`config.mk`:
```
export PLATFORM = sky130hd
export DESIGN_NAME = pixel_stream_sink_flat
export DESIGN_NICKNAME = d
export VERILOG_FILES = /design/src/rtl/pixel_stream_pkg.sv /design/src/rtl/pixel_stream_sink_if.sv /design/src/rtl/pixel_crc32.sv /design/src/rtl/pixel_stream_sink.sv /design/src/flat_wrapper.sv
export SDC_FILE = /design/constraint.sdc
export NUM_CORES = 1
export LEC_CHECK = 0
export CAP_MARGIN = 20
export CORE_AREA = 10 10 112 114
export CTS_CLUSTER_DIAMETER = 40
export DETAILED_ROUTE_END_ITERATION = 8
export DIE_AREA = 0 0 122 124
export DONT_BUFFER_PORTS = 1
export MAX_ROUTING_LAYER = met4
export PLACE_DENSITY_LB_ADDON = 0.08
export SYNTH_ARGS = -nofsm -noshare
export SYNTH_HDL_FRONTEND = slang
export SYNTH_SLANG_ARGS = --single-unit
export TNS_END_PERCENT = 100
```
`constraint.sdc`:
```
create_clock -name aclk -period 6.2 [get_ports aclk]
set_input_delay 1.86 -clock aclk [delete_from_list [all_inputs] [get_ports aclk]]
set_output_delay 1.86 -clock aclk [all_outputs]
set_load 0.05 [all_outputs]
```
`src/rtl/pixel_stream_pkg.sv`:
```
// Shared types and constants for the pixel stream sink: FSM state encoding,
// default raster size and CRC-32 constants.
package pixel_stream_pkg;

    typedef enum logic [1:0] {
        SEEK_SOF = 2'd0,
        IN_LINE  = 2'd1,
        DISCARD  = 2'd2
    } sink_state_e;

    localparam int unsigned H_ACTIVE_DEF = 1024;
    localparam int unsigned V_ACTIVE_DEF = 768;

    localparam logic [31:0] CRC_POLY   = 32'h04C11DB7;
    localparam logic [31:0] CRC_INIT   = 32'hFFFFFFFF;
    localparam logic [31:0] CRC_XOROUT = 32'hFFFFFFFF;

endpackage

```
`src/rtl/pixel_stream_sink_if.sv`:
```
// AXI4-Stream video beat bundle feeding the pixel sink; the master drives beats,
// the slave returns tready.
interface pixel_stream_sink_if;

    logic [31:0] tdata;
    logic [3:0]  tkeep;
    logic        tlast;
    logic        tuser;
    logic        tvalid;
    logic        tready;

    modport master (
        output tdata, tkeep, tlast, tuser, tvalid,
        input  tready
    );

    modport slave (
        input  tdata, tkeep, tlast, tuser, tvalid,
        output tready
    );

endinterface

```
`src/rtl/pixel_crc32.sv`:
```
// Combinational CRC-32 step over one 24-bit RGB pixel, MSB first, non-reflected.
// Only compiled when PIXEL_SINK_CRC_EN is defined.
`ifdef PIXEL_SINK_CRC_EN
module pixel_crc32
    import pixel_stream_pkg::*;
(
    input  logic [31:0] crc_i,
    input  logic [23:0] data_i,
    output logic [31:0] crc_o
);

    logic [31:0] c;

    always_comb begin
        c = crc_i;
        for (int i = 23; i >= 0; i--) begin
            if (c[31] ^ data_i[5'(i)]) begin
                c = {c[30:0], 1'b0} ^ CRC_POLY;
            end else begin
                c = {c[30:0], 1'b0};
            end
        end
        crc_o = c;
    end

endmodule
`endif

```
`src/rtl/pixel_stream_sink.sv`:
```
// Video stream sink: decodes AXI-Stream pixels into (x,y)-tagged pixels, tracks framing
// errors and counts good frames. Define PIXEL_SINK_CRC_EN to add a per-frame CRC-32.
module pixel_stream_sink
    import pixel_stream_pkg::*;
#(
    parameter int unsigned H_ACTIVE = H_ACTIVE_DEF,
    parameter int unsigned V_ACTIVE = V_ACTIVE_DEF
) (
    input  logic                      aclk,
    input  logic                      aresetn,
    pixel_stream_sink_if.slave        in_stream,
    input  logic                      sink_en,
    input  logic                      clr_err,
    output logic                      pix_valid,
    output logic [23:0]               pix_rgb,
    output logic [15:0]               pix_x,
    output logic [15:0]               pix_y,
    output logic                      frame_done,
    output logic [15:0]               frame_count,
    output logic                      err_short,
    output logic                      err_long,
    output logic                      err_sof,
    output logic [31:0]               frame_crc
);

    // state    | meaning
    // SEEK_SOF | idle between frames; beats dropped until one carries tuser
    // IN_LINE  | inside a line; every accepted beat becomes a pixel
    // DISCARD  | line overran H_ACTIVE; beats dropped until tlast

    localparam logic [15:0] X_LAST = 16'(H_ACTIVE - 1);
    localparam logic [15:0] Y_LAST = 16'(V_ACTIVE - 1);

    sink_state_e state_q, state_d, cur_state;
    logic [15:0] x_q, x_d, y_q, y_d, cur_x, cur_y;
    logic        frame_err_q, frame_err_d, cur_err;
    logic        pix_valid_q, pix_valid_d;
    logic [23:0] pix_rgb_q, pix_rgb_d;
    logic [15:0] pix_x_q, pix_x_d, pix_y_q, pix_y_d;
    logic        frame_done_q, frame_done_d;
    logic [15:0] frame_count_q, frame_count_d;
    logic        err_short_q, err_short_d, err_long_q, err_long_d, err_sof_q, err_sof_d;
    logic        accept, emit, line_end, frame_end;
    logic        set_short, set_long, set_sof;
    logic [23:0] pix_data;
    logic        unused_in;

    assign in_stream.tready = sink_en;
    assign accept           = in_stream.tvalid & sink_en;
    assign pix_data         = in_stream.tdata[23:0];
    assign unused_in        = ^{in_stream.tkeep, in_stream.tdata[31:24]};

    always_comb begin
        cur_state     = state_q;
        cur_x         = x_q;
        cur_y         = y_q;
        cur_err       = frame_err_q;
        emit          = 1'b0;
        line_end      = 1'b0;
        frame_end     = 1'b0;
        set_short     = 1'b0;
        set_long      = 1'b0;
        set_sof       = 1'b0;
        pix_valid_d   = 1'b0;
        pix_rgb_d     = pix_rgb_q;
        pix_x_d       = pix_x_q;
        pix_y_d       = pix_y_q;
        frame_done_d  = 1'b0;
        frame_count_d = frame_count_q;

        // A tuser beat always starts a fresh frame; mid-frame it taints the new one.
        if (accept && in_stream.tuser) begin
            set_sof   = (state_q != SEEK_SOF);
            cur_state = IN_LINE;
            cur_x     = '0;
            cur_y     = '0;
            cur_err   = set_sof;
        end

        state_d = cur_state;
        x_d     = cur_x;
        y_d     = cur_y;

        if (accept) begin
            case (cur_state)
                IN_LINE: begin
                    emit = 1'b1;
                    if (in_stream.tlast) begin
                        set_short = (cur_x != X_LAST);
                        line_end  = 1'b1;
                    end else if (cur_x == X_LAST) begin
                        set_long = 1'b1;
                        state_d  = DISCARD;
                    end else begin
                        x_d = cur_x + 16'd1;
                    end
                end
                DISCARD:  line_end = in_stream.tlast;
                default:  ;
            endcase
        end

        frame_err_d = cur_err | set_short | set_long;

        if (line_end) begin
            x_d = '0;
            if (cur_y == Y_LAST) begin
                frame_end = 1'b1;
                state_d   = SEEK_SOF;
                y_d       = '0;
                if (!frame_err_d) begin
                    frame_done_d  = 1'b1;
                    frame_count_d = frame_count_q + 16'd1;
                end
            end else begin
                y_d     = cur_y + 16'd1;
                state_d = IN_LINE;
            end
        end

        if (emit) begin
            pix_valid_d = 1'b1;
            pix_rgb_d   = pix_data;
            pix_x_d     = cur_x;
            pix_y_d     = cur_y;
        end

        // A new error event outranks a same-cycle clear.
        err_short_d = set_short | (err_short_q & ~clr_err);
        err_long_d  = set_long  | (err_long_q  & ~clr_err);
        err_sof_d   = set_sof   | (err_sof_q   & ~clr_err);
    end

    always_ff @(posedge aclk or negedge aresetn) begin
        if (!aresetn) begin
            state_q       <= SEEK_SOF;
            x_q           <= '0;
            y_q           <= '0;
            frame_err_q   <= 1'b0;
            pix_valid_q   <= 1'b0;
            pix_rgb_q     <= '0;
            pix_x_q       <= '0;
            pix_y_q       <= '0;
            frame_done_q  <= 1'b0;
            frame_count_q <= '0;
            err_short_q   <= 1'b0;
            err_long_q    <= 1'b0;
            err_sof_q     <= 1'b0;
        end else begin
            state_q       <= state_d;
            x_q           <= x_d;
            y_q           <= y_d;
            frame_err_q   <= frame_err_d;
            pix_valid_q   <= pix_valid_d;
            pix_rgb_q     <= pix_rgb_d;
            pix_x_q       <= pix_x_d;
            pix_y_q       <= pix_y_d;
            frame_done_q  <= frame_done_d;
            frame_count_q <= frame_count_d;
            err_short_q   <= err_short_d;
            err_long_q    <= err_long_d;
            err_sof_q     <= err_sof_d;
        end
    end

`ifdef PIXEL_SINK_CRC_EN
    logic [31:0] crc_q, crc_d, crc_seed, crc_upd;
    logic [31:0] frame_crc_q, frame_crc_d;

    assign crc_seed = (accept && in_stream.tuser) ? CRC_INIT : crc_q;

    pixel_crc32 u_crc (
        .crc_i  (crc_seed),
        .data_i (pix_data),
        .crc_o  (crc_upd)
    );

    always_comb begin
        crc_d       = emit ? crc_upd : crc_seed;
        frame_crc_d = frame_crc_q;
        if (frame_end) begin
            frame_crc_d = crc_d ^ CRC_XOROUT;
        end
    end

    always_ff @(posedge aclk or negedge aresetn) begin
        if (!aresetn) begin
            crc_q       <= CRC_INIT;
            frame_crc_q <= '0;
        end else begin
            crc_q       <= crc_d;
            frame_crc_q <= frame_crc_d;
        end
    end

    assign frame_crc = frame_crc_q;
`else
    logic unused_frame_end;
    assign unused_frame_end = frame_end;
    assign frame_crc        = '0;
`endif

    assign pix_valid   = pix_valid_q;
    assign pix_rgb     = pix_rgb_q;
    assign pix_x       = pix_x_q;
    assign pix_y       = pix_y_q;
    assign frame_done  = frame_done_q;
    assign frame_count = frame_count_q;
    assign err_short   = err_short_q;
    assign err_long    = err_long_q;
    assign err_sof     = err_sof_q;

endmodule

```
`src/flat_wrapper.sv`:
```
// flat-port wrapper written by rule: the top's interface ports become plain ports
module pixel_stream_sink_flat import pixel_stream_pkg::*;
#(
    parameter int unsigned H_ACTIVE = H_ACTIVE_DEF,
    parameter int unsigned V_ACTIVE = V_ACTIVE_DEF
)
  (aclk, aresetn, sink_en, clr_err, pix_valid, pix_rgb, pix_x, pix_y, frame_done, frame_count, err_short, err_long, err_sof, frame_crc, in_stream_tdata, in_stream_tkeep, in_stream_tlast, in_stream_tuser, in_stream_tvalid, in_stream_tready);
  pixel_stream_sink_if in_stream_i ();
  input  logic aclk;
  input  logic aresetn;
  input  logic sink_en;
  input  logic clr_err;
  output logic pix_valid;
  output logic [23:0] pix_rgb;
  output logic [15:0] pix_x;
  output logic [15:0] pix_y;
  output logic frame_done;
  output logic [15:0] frame_count;
  output logic err_short;
  output logic err_long;
  output logic err_sof;
  output logic [31:0] frame_crc;
  input wire logic [$bits(in_stream_i.tdata)-1:0] in_stream_tdata;
  input wire logic [$bits(in_stream_i.tkeep)-1:0] in_stream_tkeep;
  input wire logic [$bits(in_stream_i.tlast)-1:0] in_stream_tlast;
  input wire logic [$bits(in_stream_i.tuser)-1:0] in_stream_tuser;
  input wire logic [$bits(in_stream_i.tvalid)-1:0] in_stream_tvalid;
  output wire logic [$bits(in_stream_i.tready)-1:0] in_stream_tready;
  assign in_stream_i.tdata = in_stream_tdata;
  assign in_stream_i.tkeep = in_stream_tkeep;
  assign in_stream_i.tlast = in_stream_tlast;
  assign in_stream_i.tuser = in_stream_tuser;
  assign in_stream_i.tvalid = in_stream_tvalid;
  assign in_stream_tready = in_stream_i.tready;
  pixel_stream_sink #(.H_ACTIVE(H_ACTIVE), .V_ACTIVE(V_ACTIVE)) u_core (.aclk(aclk), .aresetn(aresetn), .in_stream(in_stream_i), .sink_en(sink_en), .clr_err(clr_err), .pix_valid(pix_valid), .pix_rgb(pix_rgb), .pix_x(pix_x), .pix_y(pix_y), .frame_done(frame_done), .frame_count(frame_count), .err_short(err_short), .err_long(err_long), .err_sof(err_sof), .frame_crc(frame_crc));
endmodule
```
==> results.yml <==
run_status:
  status: "completed"
timing:
  fmax_mhz: 213.0
  period_needed_ps: 4695
  tns_ps: 0
  fin_crit_sh: 0.7572
  finalSetupViolations: 0
  rsz0062_at_grt: "no"
  tightest_slew_ps: 853.3
  hold_viol: 0
  relSlewSlack: 0.4286
  slew_viol_final: 0
  final.setup_skew_ps: 13.92
  finalWorstSetupSlack_ps: 1505
die:
  coreArea_mm2: 0.01023
  die-area_mm2: 0.01513
  floorplan.initialDensity: 0.5312
  die_w_um: 122
  io_pins: 153
  die_h_um: 124
  std_cell_rows: 37
clock_network:
  root_buffer: "clkbuf_8"
  cts_tree: "done"
  cts_setup_buffers: 0
  htreeDepth: 3
  cts_sinks: 112
  cts_made_buffers: 9
  clkSlewWorstSetupHoldPaths_ps: 90
  clk_path_buf_depth: 2
  cts-resized-gates: 0
  cts_hold_buffers: 0
  insertion_delay_ps: 380
placement:
  dpl-instance-area_mm2: 0.005399
  gp_congestion: 0.8800
  dpl.hpwl_um: 9009
  port-buffer-count: 0
  placed_cells: 669
  post-place-ws_ps: 1045
global_routing:
  grt_max_degree: 113
  overflow: 0
  grt_pass1_vias: 3796
  globalRouteTotalUtil: 0.1697
  grt_pass1_wl_um: 20070
  antenna_found_initial: 0
worst_setup_path:
  path_class: "input pin to flip-flop"
  arrival_ps: 4960
  critPathCaptureType: "flip-flop"
  start_kind: "input pin"
  rr_worst_depth: 9
  worst-r2r-setup-slack_ps: 2960
  cp_max_fo: 34
  r2r-end: "u_core.frame_count[1]$_DFFE_PN0P_"
  worstPathRequired_ps: 6460
  reg2reg_from: "u_core.state_q[0]$_DFF_PN0_"
route:
  routedWlPerCell_um: 18.58
  ant_nets: 0
  drc: 0
  drt-total-wl_um: 12730
  avgViaCountPerCell: 5.604
  drt-pass1-iter-count: 5
  vias: 3839
  drtIter0Drc: 232
logic_synthesis:
  synth_cell_type_count: 54
  async_flop_share: 1.000
  yosys_warnings: 0
  mappedNetlistArea_mm2: 0.005435
  avgSynthCellArea_um2: 9.793
  synth-seq-cells: 112
  yosysSeqAreaShare: 0.5157
  synth_ff_type: "dfrtp_1"
  synth_edf_count: 0
  syn_inst: 555
power_and_ir_drop:
  vdd_drop_max_mv: 0.1404
  power_mw: 1.639
  p_leak_nw: 2.714
  power_density_mw_per_mm2: 291.6
final_layout:
  layout.nets: 592
  multi_input_area_mm2: 0.002354
  area.sequential_mm2: 0.002803
  num_antenna_cells: 0
  syn_to_final_growth_pct: 3.384
  n_fill_cell: 947
  fin_cells: 685
  drive_gt1_frac: 0.08379
  final_cell_area_mm2: 0.005619
worst_hold_path:
  holdCritStartpoint: "u_core.frame_err_q$_DFF_PN0_"
  worstHoldEndpoint: "u_core.frame_err_q$_DFF_PN0_"
  hold_path_class: "flip-flop to flip-flop"
  worstHoldPathCells: 2
flow_run:
  maxCapViolations: 0
routing by layer:
layer,track usage,wire (um)
met5,-,0
met4,0.07004,210
met3,0.04072,1027
met2,0.2752,6379
met1,0.1992,5110
placed cells by master, fill, tap and decap left out, types with 8 or more instances in the layout:
| cell | Yosys | final |
|---|---|---|
| nand2_1 | 136 | 136 |
| dfrtp_1 | 112 | 112 |
| conb_1 | 1 | 32 |
| nand3_1 | 28 | 27 |
| nor2_1 | 22 | 22 |
| o21ai_0 | 20 | 20 |
| xor2_1 | 17 | 17 |
| nand4_1 | 15 | 15 |
| a22o_1 | 13 | 13 |
| nor3_1 | 12 | 12 |
| xnor2_1 | 11 | 11 |
| inv_1 | 10 | 10 |
| and3_1 | 9 | 9 |
| nor4_2 | 9 | 9 |
| clkbuf_8 | 0 | 9 |
| nor4_1 | 8 | 8 |
| a21oi_1 | 8 | 8 |
critical path, cell delays in order:
cell	delay, ps
nand3_2	310
nand2b_1	240
ha_1	180
nand3_2	470
clkinv_2	600
nand2b_2	200
nor3_4	340
buf_4	320
nor3_2	110
mux2_2	300
logic make-up after synthesis:
kind of cell             after synthesis  share of synthesized area
adder cells (fa/ha/maj)                4                   0.009208
buffers and inverters                 68                    0.07366
multiplexers                           5                   0.009668
flip-flops                           112                     0.5157
XOR/XNOR                              28                    0.04512
other                                  1                  0.0006899
AND/OR/NAND/NOR                      271                     0.2638
AO/OA/AOI/OAI                         66                    0.08218
worst max-delay path by stage:
stage / startpoint / endpoint / slack, ps
6_report: in_stream_tuser / u_core.frame_count[1]$_DFFE_PN0P_ / 1510
5_1_grt: in_stream_tuser / u_core.frame_count[1]$_DFFE_PN0P_ / 1180
4_1_cts: in_stream_tuser / u_core.frame_count[1]$_DFFE_PN0P_ / 1450
3_5_place_dp: in_stream_tuser / u_core.frame_count[1]$_DFFE_PN0P_ / 1040
3_3_place_gp: in_stream_tuser / u_core.frame_count[1]$_DFFE_PN0P_ / 1080
2_1_floorplan: in_stream_tvalid / u_core.frame_count[1]$_DFFE_PN0P_ / 1760
synthesized netlist by cell type (all sizes together), types with 3 or more instances:
master    n  area [um2]
nor3     14       86.34
xor2     17       148.9
buf      41       297.8
and4      4       35.03
o21a      5       37.54
ha        4       50.05
a22o     13       113.9
or3       5       31.28
nand4    17       127.6
nor4b     3       38.79
o211ai    3       22.52
inv      10       37.54
or4       3       22.52
clkbuf   16       60.06
o21ai    20       100.1
xnor2    11       96.34
a21oi     8       40.04
o31ai     3       22.52
nor2     22       82.58
a21o      4       30.03
and3      9       56.30
nand2   136       510.5
nor4     19       205.2
nand3    30       160.2
mux2i     3       30.03
dfrtp   112        2803
stage by stage:
| step | hold slack (ps) | util |
|---|---|---|
| after floorplan | 489.0 | - |
| after global placement | 540.3 | 0.5277 |
| after detailed placement | 540.1 | 0.5277 |
| after CTS | 574.0 | 0.5481 |
| after global routing | 608.8 | 0.5492 |
| final | 568.7 | 0.5492 |
flip-flops by register name, indices dropped and copies added (netlist names):
| signal | flops |
|---|---|
| u_core.pix_rgb | 24 |
| u_core.frame_count | 16 |
| u_core.pix_x | 16 |
| u_core.pix_y | 16 |
| u_core.x_q | 16 |
| u_core.y_q | 16 |
| u_core.state_q | 2 |
| u_core.err_long | 1 |
| u_core.err_short | 1 |
| u_core.err_sof | 1 |
| u_core.frame_done | 1 |
| u_core.frame_err_q | 1 |
| u_core.pix_valid | 1 |
final cells by class:
cell class,count,share of cell area
Clock buffer,9,0.02204
Clock inverter,6,0.01514
Inverter,11,0.007571
Multi-Input combinational cell,406,0.4188
Sequential cell,112,0.4988
Tap cell,136,0.03028
Timing Repair Buffer,5,0.007348
power breakdown:
part / switching, mW / internal, mW
Clock: 0.238 / 0.224
Sequential: 0.227 / 0.787
Combinational: 0.123 / 0.0401
Total: 0.588 / 1.05
(Power assumes the default switching activity.)
